[src/rtl/mii_rx_deframer_if.sv]
// MII receive pins plus the deframed byte stream and frame status.
// slave is the deframer side; master is the PHY/consumer side.
interface mii_rx_deframer_if;
    logic [3:0]  rxd;
    logic        rx_dv;
    logic        rx_er;
    logic [7:0]  data;
    logic        valid;
    logic        sof;
    logic        done;
    logic [10:0] len;
    logic        good;
    logic        crc_ok;
    logic        err_code;
    logic        odd;
    logic        runt;
    logic        long;
    logic [15:0] frames_good;
    logic [15:0] frames_bad;

    modport slave (
        input  rxd, rx_dv, rx_er,
        output data, valid, sof, done, len,
        output good, crc_ok, err_code, odd, runt, long,
        output frames_good, frames_bad
    );

    modport master (
        output rxd, rx_dv, rx_er,
        input  data, valid, sof, done, len,
        input  good, crc_ok, err_code, odd, runt, long,
        input  frames_good, frames_bad
    );
endinterface

[src/rtl/mii_rx_deframer.sv]
// MII receive deframer: strips preamble/SFD, packs nibbles into bytes,
// checks the Ethernet FCS and counts good and bad frames.
module mii_rx_deframer #(
    parameter int MIN_LEN = 64,
    parameter int MAX_LEN = 1518
) (
    input  logic              clk,
    input  logic              rst,
    mii_rx_deframer_if.slave  bus
);
    localparam logic [10:0] MIN_L   = 11'(MIN_LEN);
    localparam logic [10:0] MAX_L   = 11'(MAX_LEN);
    localparam logic [31:0] POLY    = 32'hEDB88320;
    localparam logic [31:0] RESIDUE = 32'hDEBB20E3;

    typedef enum logic [2:0] {
        WAIT_IDLE, IDLE, PREAMBLE, DATA, DROP
    } state_t;

    state_t      state, state_n;
    logic        phase, phase_n;
    logic [3:0]  lo, lo_n;
    logic [10:0] cnt, cnt_n;
    logic [31:0] crc, crc_n;
    logic        err, err_n;

    logic [7:0]  data_q, data_n;
    logic        valid_q, valid_n;
    logic        sof_q, sof_n;
    logic        done_q, done_n;
    logic [10:0] len_q, len_n;
    logic        good_q, good_n;
    logic        crc_ok_q, crc_ok_n;
    logic        err_code_q, err_code_n;
    logic        odd_q, odd_n;
    logic        runt_q, runt_n;
    logic        long_q, long_n;
    logic [15:0] fg_q, fg_n;
    logic [15:0] fb_q, fb_n;

    logic [7:0]  byte_w;
    logic [10:0] cnt_inc;
    logic        ok_w, runt_w, long_w, good_w;

    // Reflected CRC-32, LSB of each byte first.
    function automatic logic [31:0] crc_upd(
        input logic [31:0] c,
        input logic [7:0]  b
    );
        logic [31:0] r;
        r = c;
        for (int i = 0; i < 8; i++) begin
            r = (r >> 1) ^ ((r[0] ^ b[i]) ? POLY : 32'h0);
        end
        return r;
    endfunction

    assign byte_w  = {bus.rxd, lo};
    assign cnt_inc = (cnt == 11'h7FF) ? cnt : cnt + 11'd1;
    assign ok_w    = (crc == RESIDUE);
    assign runt_w  = (cnt < MIN_L);
    assign long_w  = (cnt > MAX_L);
    assign good_w  = ok_w & ~err & ~phase & ~runt_w & ~long_w;

    always_comb begin
        state_n    = state;
        phase_n    = phase;
        lo_n       = lo;
        cnt_n      = cnt;
        crc_n      = crc;
        err_n      = err;
        data_n     = data_q;
        valid_n    = 1'b0;
        sof_n      = 1'b0;
        done_n     = 1'b0;
        len_n      = len_q;
        good_n     = good_q;
        crc_ok_n   = crc_ok_q;
        err_code_n = err_code_q;
        odd_n      = odd_q;
        runt_n     = runt_q;
        long_n     = long_q;
        fg_n       = fg_q;
        fb_n       = fb_q;

        unique case (state)
            WAIT_IDLE: begin
                if (!bus.rx_dv) state_n = IDLE;
            end
            IDLE: begin
                if (bus.rx_dv) begin
                    state_n = (bus.rxd == 4'h5) ? PREAMBLE : DROP;
                end
            end
            PREAMBLE: begin
                if (!bus.rx_dv) begin
                    state_n = IDLE;
                end else if (bus.rxd == 4'hD) begin
                    state_n = DATA;
                    phase_n = 1'b0;
                    cnt_n   = 11'd0;
                    crc_n   = 32'hFFFFFFFF;
                    err_n   = 1'b0;
                end else if (bus.rxd != 4'h5) begin
                    state_n = DROP;
                end
            end
            DATA: begin
                if (!bus.rx_dv) begin
                    state_n    = IDLE;
                    done_n     = 1'b1;
                    len_n      = cnt;
                    crc_ok_n   = ok_w;
                    err_code_n = err;
                    odd_n      = phase;
                    runt_n     = runt_w;
                    long_n     = long_w;
                    good_n     = good_w;
                    if (good_w) begin
                        if (fg_q != 16'hFFFF) fg_n = fg_q + 16'd1;
                    end else begin
                        if (fb_q != 16'hFFFF) fb_n = fb_q + 16'd1;
                    end
                end else begin
                    if (bus.rx_er) err_n = 1'b1;
                    if (!phase) begin
                        lo_n    = bus.rxd;
                        phase_n = 1'b1;
                    end else begin
                        phase_n = 1'b0;
                        cnt_n   = cnt_inc;
                        crc_n   = crc_upd(crc, byte_w);
                        // Oversize frames are still counted, not emitted.
                        if (cnt_inc <= MAX_L) begin
                            valid_n = 1'b1;
                            data_n  = byte_w;
                            sof_n   = (cnt_inc == 11'd1);
                        end
                    end
                end
            end
            DROP: begin
                if (!bus.rx_dv) state_n = IDLE;
            end
            default: state_n = WAIT_IDLE;
        endcase
    end

    always_ff @(posedge clk or posedge rst) begin
        if (rst) begin
            state      <= WAIT_IDLE;
            phase      <= 1'b0;
            lo         <= 4'h0;
            cnt        <= 11'd0;
            crc        <= 32'hFFFFFFFF;
            err        <= 1'b0;
            data_q     <= 8'h00;
            valid_q    <= 1'b0;
            sof_q      <= 1'b0;
            done_q     <= 1'b0;
            len_q      <= 11'd0;
            good_q     <= 1'b0;
            crc_ok_q   <= 1'b0;
            err_code_q <= 1'b0;
            odd_q      <= 1'b0;
            runt_q     <= 1'b0;
            long_q     <= 1'b0;
            fg_q       <= 16'h0000;
            fb_q       <= 16'h0000;
        end else begin
            state      <= state_n;
            phase      <= phase_n;
            lo         <= lo_n;
            cnt        <= cnt_n;
            crc        <= crc_n;
            err        <= err_n;
            data_q     <= data_n;
            valid_q    <= valid_n;
            sof_q      <= sof_n;
            done_q     <= done_n;
            len_q      <= len_n;
            good_q     <= good_n;
            crc_ok_q   <= crc_ok_n;
            err_code_q <= err_code_n;
            odd_q      <= odd_n;
            runt_q     <= runt_n;
            long_q     <= long_n;
            fg_q       <= fg_n;
            fb_q       <= fb_n;
        end
    end

    assign bus.data        = data_q;
    assign bus.valid       = valid_q;
    assign bus.sof         = sof_q;
    assign bus.done        = done_q;
    assign bus.len         = len_q;
    assign bus.good        = good_q;
    assign bus.crc_ok      = crc_ok_q;
    assign bus.err_code    = err_code_q;
    assign bus.odd         = odd_q;
    assign bus.runt        = runt_q;
    assign bus.long        = long_q;
    assign bus.frames_good = fg_q;
    assign bus.frames_bad  = fb_q;
endmodule

[src/flat_wrapper.sv]
// flat-port wrapper written by rule: the top's interface ports become plain ports
module mii_rx_deframer_flat 
#(
    parameter int MIN_LEN = 64,
    parameter int MAX_LEN = 1518
)
  (clk, rst, bus_rxd, bus_rx_dv, bus_rx_er, bus_data, bus_valid, bus_sof, bus_done, bus_len, bus_good, bus_crc_ok, bus_err_code, bus_odd, bus_runt, bus_long, bus_frames_good, bus_frames_bad);
  mii_rx_deframer_if bus_i ();
  input  logic clk;
  input  logic rst;
  input wire logic [$bits(bus_i.rxd)-1:0] bus_rxd;
  input wire logic [$bits(bus_i.rx_dv)-1:0] bus_rx_dv;
  input wire logic [$bits(bus_i.rx_er)-1:0] bus_rx_er;
  output wire logic [$bits(bus_i.data)-1:0] bus_data;
  output wire logic [$bits(bus_i.valid)-1:0] bus_valid;
  output wire logic [$bits(bus_i.sof)-1:0] bus_sof;
  output wire logic [$bits(bus_i.done)-1:0] bus_done;
  output wire logic [$bits(bus_i.len)-1:0] bus_len;
  output wire logic [$bits(bus_i.good)-1:0] bus_good;
  output wire logic [$bits(bus_i.crc_ok)-1:0] bus_crc_ok;
  output wire logic [$bits(bus_i.err_code)-1:0] bus_err_code;
  output wire logic [$bits(bus_i.odd)-1:0] bus_odd;
  output wire logic [$bits(bus_i.runt)-1:0] bus_runt;
  output wire logic [$bits(bus_i.long)-1:0] bus_long;
  output wire logic [$bits(bus_i.frames_good)-1:0] bus_frames_good;
  output wire logic [$bits(bus_i.frames_bad)-1:0] bus_frames_bad;
  assign bus_i.rxd = bus_rxd;
  assign bus_i.rx_dv = bus_rx_dv;
  assign bus_i.rx_er = bus_rx_er;
  assign bus_data = bus_i.data;
  assign bus_valid = bus_i.valid;
  assign bus_sof = bus_i.sof;
  assign bus_done = bus_i.done;
  assign bus_len = bus_i.len;
  assign bus_good = bus_i.good;
  assign bus_crc_ok = bus_i.crc_ok;
  assign bus_err_code = bus_i.err_code;
  assign bus_odd = bus_i.odd;
  assign bus_runt = bus_i.runt;
  assign bus_long = bus_i.long;
  assign bus_frames_good = bus_i.frames_good;
  assign bus_frames_bad = bus_i.frames_bad;
  mii_rx_deframer #(.MIN_LEN(MIN_LEN), .MAX_LEN(MAX_LEN)) u_core (.clk(clk), .rst(rst), .bus(bus_i));
endmodule
[config.mk]
export PLATFORM = sky130hd
export DESIGN_NAME = mii_rx_deframer_flat
export DESIGN_NICKNAME = d
export VERILOG_FILES = /design/src/rtl/mii_rx_deframer_if.sv /design/src/rtl/mii_rx_deframer.sv /design/src/flat_wrapper.sv
export SDC_FILE = /design/constraint.sdc
export NUM_CORES = 1
export LEC_CHECK = 0
export ABC_AREA = 1
export BUFFER_PORTS_ARGS = -buffer_cell sky130_fd_sc_hd__buf_2
export CAP_MARGIN = 25
export CORE_MARGIN = 1
export CORE_UTILIZATION = 55
export CTS_CLUSTER_DIAMETER = 200
export DETAILED_ROUTE_END_ITERATION = 16
export PLACE_DENSITY_LB_ADDON = 0.3
export SLEW_MARGIN = 10
export SYNTH_ARGS = -nofsm -noshare
export SYNTH_HDL_FRONTEND = slang
export SYNTH_SLANG_ARGS = --single-unit
[constraint.sdc]
create_clock -name clk -period 4.7 [get_ports clk]
set_input_delay 0.47 -clock clk [delete_from_list [all_inputs] [get_ports clk]]
set_output_delay 0.47 -clock clk [all_outputs]
set_load 0.01 [all_outputs]
==> reports/metrics.cfg <==
[layout]
area_growth_pct = 11.3
n_fill_cell = 1040
nets = 931
antenna_cells = 0
stdcell_count = 1092
drive_gt1_frac = 0.184
fin_util = 0.632
design_area_mm2 = 0.00762

[clock_network]
post_cts_hold_buffer_count = 0
tritoncts = yes
cts.path.max_buffers = 2
cts_setup_buffers = 0
cts-root-buf = clkbuf_16
cts.repair.resized = 0
clkSlewWorstSetupHoldPaths_ns = 0.08
h-tree-depth = 3
clock_latency_ns = 0.37
clkSinkCount = 112
numCtsBuffers = 9

[yosys]
async_flop_share = 1.00
synth_top_family_by_area = simple AND/OR/NAND/NOR gates
synth_edf_count = 0
yosysWarnings = 0
ys_ff_latch = 112
synth.most_common_cell = nand2_1
yosys_most_used_dff = dfrtp_1
synth_adder_area_share = 0.00731
synth_cells = 857
syn_area_per_cell_um2 = 7.99
synth_xor_area_frac = 0.130
synth.area.mux_share = 0
seq_area_frac_synth = 0.415
synth_common_cells = nand2_1 (217), inv_1 (100), dfrtp_1 (80)
synth_cell_types = 45
synthesis.nets = 869
yosysTopAreaCell = dfrtp_1
ys_top_cells_by_area = dfrtp_1 (29%), dfstp_2 (12%), nand2_1 (12%), xor2_1 (7.7%), inv_1 (5.5%)
syn_area_mm2 = 0.00685
synth_compound_area_frac = 0.0837
synth-simple-area-share = 0.288
yosysTopAreaCellShare = 0.292

[setup_path]
worst_path_largest_cell_delay_ns = 0.75
end_kind = flop
worstSetupStartpoint = u_core.state[1]$_DFFE_PP0P_
worstPathArrival_ns = 3.18
r2r-start = u_core.state[1]$_DFFE_PP0P_
crit_fanout = 18
path_class = reg2reg
crit_required_ns = 5.00
path_cells = clkinv_1 > nor3_4 > nand2_1 > a21oi_2 > inv_1 > a21oi_1 > o31ai_1 > o21ai_1
worst_setup_path_start_kind = flop
slowest_stage = a21oi_2

[placed_design]
post-place-ws_ns = 1.86
dp_cells = 1075
portBuffers = 67
gp_congestion = 0.934
dp_hpwl_mm = 11.6
placed_cell_area_mm2 = 0.00731

[grt]
antenna_found_initial = 0
grt_usage = 0.266
grt_max_degree = 79
grt.overflow.total = 0
grt_pass1_vias = 5344
grt_pass1_wl_mm = 26.8

[drt]
drtAntennaViolNets = 0
route.detailed.drc = 0
drt_pass1_iterations = 5
wl_per_cell_um = 14.8
drtIter0Drc = 460
vias = 5896
wirelength_mm = 16.2
via_per_inst = 5.40

[sta]
finalHoldViolCount = 0
max_slew_margin = 0.396
period_minus_slack_ns = 2.88
tightest_slew_ns = 0.906
setup_tns_ns = 0
max_freq_mhz = 347
whs_ns = 0.102
finClkSkew_ns = 0.0143
fin_crit_sh = 0.612
worst_slack_ns = 1.82
setup_viol = 0
rsz0062_at_grt = false
drv_slew = 0

[pwr]
powerDensity_mw_per_mm2 = 579
p_leak_nw = 3.85
total_power_mw = 4.41
max-vdd-ir-drop_uv = 451

[floorplanning]
die-area_mm2 = 0.0129
pin_count = 68
start_util = 0.568
rows = 40
core_area_mm2 = 0.0121
die_x_um = 114
dieHeight_um = 114

[run]
maxCapViolations = 0

[outcome]
status = finished clean

[worst_hold_path]
hp-class = in2async

[layout by cell type (no fill, tap or decap), types with 4 or more instances in the layout]
master and instances:
o21ai_0 45, xnor2_1 16, clkbuf_16 9, xor2_2 4, nand4_1 39, o22ai_1 18
nand3_1 48, nor4_1 5, nand2_4 4, inv_1 99, nor2_1 58, dfstp_2 32
buf_2 67, o21ai_1 18, ha_1 4, nand3_2 4, nor2_2 5, dfrtp_1 80
a21oi_1 13, nor2_4 5, inv_2 9, nor3_1 16, a22oi_1 5, nand2_1 217
xor2_1 60, nand2_2 4
[power by group]
group	switching (mW)	internal (mW)	leakage, nW	total (mW)
Clock	0.384	0.371	0.137	0.755
Combinational	1.34	0.763	2.37	2.10
Sequential	0.261	1.29	1.34	1.55
[cell type report]
| type | instances | area [um^2] | area share |
|---|---|---|---|
| Clock buffer | 9 | 225 | 0.0296 |
| Clock inverter | 7 | 62.6 | 0.00821 |
| Inverter | 110 | 415 | 0.0545 |
| Multi-Input combinational cell | 615 | 3490 | 0.458 |
| Sequential cell | 112 | 2840 | 0.373 |
| Tap cell | 168 | 210 | 0.0276 |
| Timing Repair Buffer | 71 | 378 | 0.0496 |
[critical path: cells and delay by family (launching register included)]
family	cells	cell delay, ns
DFF	1	0.36
buffers and inverters	2	0.59
AOI/OAI and AO/OA	4	1.14
and+or+nand+nor	2	0.71
[kinds of logic (layout without fill, tap and decap cells)]
kind of cell	Yosys count	in the layout
AOI/OAI and AO/OA	105	105
buffers and inverters	130	197
adders and majority gates	4	4
xor gates and xnor gates	87	87
and+or+nand+nor	419	419
DFF	112	112
[sequential cells by signal, indices dropped and copies added, names as in the netlist, 3 cells and up]
name,cells
u_core.bus.frames_good,16
u_core.lo,4
u_core.bus.len,11
u_core.cnt,11
u_core.state,3
u_core.bus.frames_bad,16
u_core.crc,32
u_core.bus.data,8
[metal layers]
layer | routed length [um] | global-route usage | up-vias
li1 | - | - | 2911
met1 | 7660 | 0.382 | 2771
met2 | 7300 | 0.406 | 196
met3 | 1030 | 0.0616 | 18
met4 | 185 | 0.0719 | 0
met5 | 0 | 0 | -
[path summary, 6_finish.rpt]
kind	endpoint	slack, ns	cells after the start
min	u_core.bus.frames_bad[10]$_DFFE_PP0P_	0.10	2
max	u_core.crc[5]$_DFFE_PP1P_	1.82	8
min reg2reg	u_core.bus.len[5]$_DFFE_PP0P_	0.48	2
max in group asynchronous	u_core.crc[7]$_DFFE_PP1P_	3.46	4
max reg2reg	u_core.crc[5]$_DFFE_PP1P_	1.82	8
min in group clk	u_core.err$_DFFE_PP0P_	0.37	3
No activity file was read; power rests on OpenSTA's default activity.
